<file path="src/rtl/demux_1x2_stream_if.sv">
// Bus for demux_1x2_stream: one producer stream in, two consumer channels out.
// master = environment side (producer + consumers), slave = the demux itself.
interface demux_1x2_stream_if #(
   parameter int unsigned W     = 8,
   parameter int unsigned DEPTH = 4
);
   localparam int unsigned LW = $clog2(DEPTH) + 1;

   logic          in_valid;
   logic          in_ready;
   logic [W-1:0]  in_data;
   logic          in_sel;
   logic          out0_valid;
   logic          out0_ready;
   logic [W-1:0]  out0_data;
   logic          out1_valid;
   logic          out1_ready;
   logic [W-1:0]  out1_data;
   logic [LW-1:0] out0_level;
   logic [LW-1:0] out1_level;

   modport master (
      output in_valid, in_data, in_sel, out0_ready, out1_ready,
      input  in_ready, out0_valid, out0_data, out1_valid, out1_data, out0_level, out1_level
   );

   modport slave (
      input  in_valid, in_data, in_sel, out0_ready, out1_ready,
      output in_ready, out0_valid, out0_data, out1_valid, out1_data, out0_level, out1_level
   );
endinterface

</file>
<file path="src/rtl/demux_1x2_stream.sv">
// 1:2 stream demux with a small FIFO per output channel.
// Define DEMUX_AUTO_ALT_EN to ignore in_sel and alternate ch0/ch1 per accepted beat.
module demux_1x2_stream #(
   parameter int unsigned W     = 8,
   parameter int unsigned DEPTH = 4
) (
   input logic               clk,
   input logic               rst,
   demux_1x2_stream_if.slave bus
);
   localparam int unsigned AW = $clog2(DEPTH);
   localparam int unsigned LW = AW + 1;

   logic [W-1:0]  mem_q    [2][DEPTH];
   logic [AW-1:0] wr_ptr_q [2];
   logic [AW-1:0] rd_ptr_q [2];
   logic [LW-1:0] level_q  [2];

   logic [1:0] full;
   logic [1:0] empty;
   logic [1:0] push;
   logic [1:0] pop;
   logic [1:0] out_ready;
   logic       dst;
   logic       accept;

`ifdef DEMUX_AUTO_ALT_EN
   logic alt_q;
   logic unused_sel;

   assign unused_sel = bus.in_sel;
   assign dst        = alt_q;

   // Toggle only moves on accepted beats, so a stall keeps the pending channel.
   always_ff @(posedge clk or posedge rst) begin
      if (rst) begin
         alt_q <= 1'b0;
      end else if (accept) begin
         alt_q <= ~alt_q;
      end
   end
`else
   assign dst = bus.in_sel;
`endif

   assign out_ready    = {bus.out1_ready, bus.out0_ready};
   // Depends only on the destination and the level registers, never on out*_ready.
   assign bus.in_ready = ~full[dst];
   assign accept       = bus.in_valid & bus.in_ready;

   always_comb begin
      for (int k = 0; k < 2; k++) begin
         full[k]  = (level_q[k] == LW'(DEPTH));
         empty[k] = (level_q[k] == '0);
         pop[k]   = ~empty[k] & out_ready[k];
         push[k]  = accept & (int'(dst) == k);
      end
   end

   always_ff @(posedge clk or posedge rst) begin
      if (rst) begin
         for (int k = 0; k < 2; k++) begin
            wr_ptr_q[k] <= '0;
            rd_ptr_q[k] <= '0;
            level_q[k]  <= '0;
         end
      end else begin
         for (int k = 0; k < 2; k++) begin
            if (push[k]) begin
               wr_ptr_q[k] <= wr_ptr_q[k] + AW'(1);
            end
            if (pop[k]) begin
               rd_ptr_q[k] <= rd_ptr_q[k] + AW'(1);
            end
            level_q[k] <= level_q[k] + LW'(push[k]) - LW'(pop[k]);
         end
      end
   end

   // Storage needs no reset; the level registers decide what is valid.
   always_ff @(posedge clk) begin
      for (int k = 0; k < 2; k++) begin
         if (push[k]) begin
            mem_q[k][wr_ptr_q[k]] <= bus.in_data;
         end
      end
   end

   assign bus.out0_valid = ~empty[0];
   assign bus.out1_valid = ~empty[1];
   assign bus.out0_data  = empty[0] ? '0 : mem_q[0][rd_ptr_q[0]];
   assign bus.out1_data  = empty[1] ? '0 : mem_q[1][rd_ptr_q[1]];
   assign bus.out0_level = level_q[0];
   assign bus.out1_level = level_q[1];
endmodule
</file>
<file path="src/flat_wrapper.sv">
// flat-port wrapper written by rule: the top's interface ports become plain ports
module demux_1x2_stream_flat 
#(
   parameter int unsigned W     = 8,
   parameter int unsigned DEPTH = 4
)
  (clk, rst, bus_in_valid, bus_in_data, bus_in_sel, bus_out0_ready, bus_out1_ready, bus_in_ready, bus_out0_valid, bus_out0_data, bus_out1_valid, bus_out1_data, bus_out0_level, bus_out1_level);
  demux_1x2_stream_if #(.W(W), .DEPTH(DEPTH)) bus_i ();
  input logic clk;
  input logic rst;
  input wire logic [$bits(bus_i.in_valid)-1:0] bus_in_valid;
  input wire logic [$bits(bus_i.in_data)-1:0] bus_in_data;
  input wire logic [$bits(bus_i.in_sel)-1:0] bus_in_sel;
  input wire logic [$bits(bus_i.out0_ready)-1:0] bus_out0_ready;
  input wire logic [$bits(bus_i.out1_ready)-1:0] bus_out1_ready;
  output wire logic [$bits(bus_i.in_ready)-1:0] bus_in_ready;
  output wire logic [$bits(bus_i.out0_valid)-1:0] bus_out0_valid;
  output wire logic [$bits(bus_i.out0_data)-1:0] bus_out0_data;
  output wire logic [$bits(bus_i.out1_valid)-1:0] bus_out1_valid;
  output wire logic [$bits(bus_i.out1_data)-1:0] bus_out1_data;
  output wire logic [$bits(bus_i.out0_level)-1:0] bus_out0_level;
  output wire logic [$bits(bus_i.out1_level)-1:0] bus_out1_level;
  assign bus_i.in_valid = bus_in_valid;
  assign bus_i.in_data = bus_in_data;
  assign bus_i.in_sel = bus_in_sel;
  assign bus_i.out0_ready = bus_out0_ready;
  assign bus_i.out1_ready = bus_out1_ready;
  assign bus_in_ready = bus_i.in_ready;
  assign bus_out0_valid = bus_i.out0_valid;
  assign bus_out0_data = bus_i.out0_data;
  assign bus_out1_valid = bus_i.out1_valid;
  assign bus_out1_data = bus_i.out1_data;
  assign bus_out0_level = bus_i.out0_level;
  assign bus_out1_level = bus_i.out1_level;
  demux_1x2_stream #(.W(W), .DEPTH(DEPTH)) u_core (.clk(clk), .rst(rst), .bus(bus_i));
endmodule
</file>
<file path="config.mk">
export PLATFORM = sky130hd
export DESIGN_NAME = demux_1x2_stream_flat
export DESIGN_NICKNAME = d
export VERILOG_FILES = /design/src/rtl/demux_1x2_stream_if.sv /design/src/rtl/demux_1x2_stream.sv /design/src/flat_wrapper.sv
export SDC_FILE = /design/constraint.sdc
export NUM_CORES = 1
export LEC_CHECK = 0
export BUFFER_PORTS_ARGS = -buffer_cell sky130_fd_sc_hd__buf_4
export CAP_MARGIN = 20
export CORE_MARGIN = 3
export CORE_UTILIZATION = 57
export CTS_CLUSTER_DIAMETER = 40
export DETAILED_ROUTE_END_ITERATION = 10
export PLACE_DENSITY = 0.76
export SLEW_MARGIN = 30
export SYNTH_ARGS = -nofsm -noshare
export SYNTH_HDL_FRONTEND = slang
export SYNTH_SLANG_ARGS = --single-unit
</file>
<file path="constraint.sdc">
create_clock -name clk -period 2.7 [get_ports clk]
set_input_delay 0.27 -clock clk [delete_from_list [all_inputs] [get_ports clk]]
set_output_delay 0.27 -clock clk [all_outputs]
set_load 0.05 [all_outputs]
</file>
==> results.md <==
- Worst Tran Pin Value: 0.616 ns
- Mux cell area share after synthesis: 11.6%
- I/O pin count: 39
- Pin count of the biggest net entering global routing: 15
- Largest area contributor in the netlist: edfxtp_1
- TritonCTS sink count: 78
- CTS tree: done
- CP arrival: 2.60 ns
- Final net count: 249
- Clock Tree Buf Depth: 2
- Ant diodes: 0
- Synth top area cells: edfxtp_1 (58%), mux4_2 (11%), dfrtp_1 (11%), and2_1 (4.7%), ha_1 (4.6%)
- FP Rows: 27
- Dpl hpwl: 3730 µm
- Main combinational cell family by area after synthesis: multiplexers
- Type of origin of the critical path: register
- Mapped Cells: 176
- Die Height: 82.0 µm
- # port buffers: 38
- Top cell type's share of synthesized area: 58.4%
- Synthesized area per cell: 18.7 µm²
- First-pass GRT wire length: 8690 µm
- Max Cap Violations: 0
- Drt pass-1 iters: 2
- Vias in the first global route: 1744
- Depth of the CTS H-tree: 3
- Setup Skew: 0.00277 ns
- Setup violators final: 0
- Final Hold Fails: 0
- Synth Area in XOR/XNOR: 2.66%
- Die X-Extent: 82.0 µm
- Gates resized, CTS repair: 0
- Later-pin clock latency in the skew report: 0.33 ns
- Remaining DRCs: 0
- Syn. warnings: 0
- Synth unique cells: 24
- Starting Density: 59.4%
- Fmax achieved: 419 MHz
- DRT Wirelength: 5260 µm
- Tot GR Track Use: 18.2%
- Required time worst endpoint: 2.92 ns
- Die area: 6730 µm²
- Critical path class: register to register
- Min cycle time layout: 2.39 ns
- Period utilization: 88.4%
- CP endpoint kind: register
- Syn nets: 204
- Post-Synth Simple-Gate Area: 7.52%
- Register area share after synthesis: 69.0%
- FFs w/ async S/R, synth: 17.9%
- CP max FO: 11
- CORE AREA: 5540 µm²
- Outcome: finished, final reports clean
- Syn Std Cell Area: 3290 µm²
- Post-CTS setup buffers: 0
- GRT Residual Overflow: 0
- Iteration-0 DRC Markers: 94
- Clock Tree Root: clkbuf_8
- Slew headroom: 58.9%
- Routability cong.: 0.754
- Post-synth EDFFs: 64
- RSZ-0062 raised after global routing: false
- Share of post-route cells with drive strength above 1: 32.7%
- Vias: 1611
- Clk slew on worst S/H paths: 0.07 ns
- Fill cells: 393
- Cts-stage hold buffer count: 1
- Wire per inst: 17.6 µm
- Inserted Clock Buffers: 9
- Complex-gate fraction of the synthesized area: 0.456%
- TNS Setup: 0 ns
- Final ANT Viol Nets: 0
- Worst Hold Class: input pin to register
- Area share of fa/ha/maj cells after synthesis: 5.78%
- Syn-to-layout area delta: 16.6%
- Vias per std cell: 5.41
- Ys flop type: edfxtp_1
- Max-slew violations: 0
- Antenna violations before repair: 0
- Synthesis-stage register bit count: 78
==> layer usage <==
layer	vias up	part of all wire (%)	GRT usage (%)
met2	37	53	30.6
li1	736	-	-
met4	0	1.8	7.14
met5	-	0	0
met1	828	42	23.0
met3	10	4.0	4.06
==> layout by cell type (no fill, tap or decap), drive strengths merged, types with 4 or more instances in the layout <==
| cell type | count |
|---|---|
| and2 | 26 |
| clkbuf | 10 |
| dfrtp | 14 |
| clkinv | 4 |
| buf | 39 |
| ha | 12 |
| mux4 | 16 |
| edfxtp | 64 |
| inv | 13 |
| xnor2 | 8 |
==> final timing paths <==
kind / startpoint / end / slack (ns) / depth (start not counted)
max reg2reg: u_core.bus.out1_level[2]$_DFF_PP0_ / u_core.bus.out1_level[2]$_DFF_PP0_ / 0.31 / 9
max: u_core.bus.out1_level[2]$_DFF_PP0_ / u_core.bus.out1_level[2]$_DFF_PP0_ / 0.31 / 9
min in group asynchronous: rst / u_core.bus.out1_level[0]$_DFF_PP0_ / 0.53 / 3
min reg2reg: u_core.wr_ptr_q[3]$_DFFE_PP0P_ / u_core.wr_ptr_q[3]$_DFFE_PP0P_ / 0.57 / 1
max in group asynchronous: rst / u_core.wr_ptr_q[2]$_DFFE_PP0P_ / 1.82 / 3
min: bus_in_data[1] / u_core.mem_q[0][41]$_DFFE_PP_ / 0.18 / 1
==> synthesized netlist by cell type (2+ instances only) <==
cell type  count
xnor2_1        8
nand3_2        2
clkbuf_2       2
fa_1           2
edfxtp_1      64
xor2_1         2
buf_6          3
ha_1          12
mux2_1         2
dfrtp_1       14
mux4_2        16
inv_1         13
and2_1        25
==> kinds of logic after synthesis <==
group	count (synthesis)
compound gates	2
simple gates	35
mux	18
xor+xnor	10
fa+ha+maj	14
flops	78
buf+inv	19
==> flip-flops by register name, indices dropped and copies added (netlist names) <==
| name | count |
|---|---|
| u_core.mem_q | 64 |
| u_core.bus.out1_level | 3 |
| u_core.bus.out0_level | 3 |
| u_core.wr_ptr_q | 4 |
| u_core.rd_ptr_q | 4 |
==> through the flow <==
| stage | cells | worst slack, ns | area (µm²) | util (%) | hold slack, ns |
|---|---|---|---|---|---|
| after floorplan | 176 | 0.222 | 3290 | - | 0.159 |
| after global placement | 281 | 0.399 | 3630 | 65.5 | 0.344 |
| after detailed placement | 281 | 0.317 | 3630 | 65.5 | 0.354 |
| after CTS | 298 | 0.302 | 3840 | 69.3 | 0.162 |
| after global routing | 298 | 0.183 | 3840 | 69.3 | 0.163 |
| final | 298 | 0.314 | 3840 | 69.3 | 0.176 |
==> critical path, stage by stage (launching register included) <==
cell and delay, ns:
dfrtp_1 0.46, or3_4 0.48, and2_4 0.19, ha_1 0.26, inv_1 0.06, ha_1 0.13
inv_1 0.05, fa_1 0.37, xnor2_1 0.14, xnor2_1 0.13
==> final cells by class <==
cell class,instances,area [µm²],share of cell area [%]
tap,72,90.1,2.35
clock inverter,6,76.3,1.99
clock buffer,10,128,3.32
sequential,78,2270,59.2
timing repair buffer,40,303,7.88
multi-input combinational,79,923,24.0
inverter,13,48.8,1.27
Power is left out: the tool's default activity adds up to more than one toggle a clock period on the data nets, which glitch-free logic cannot reach.
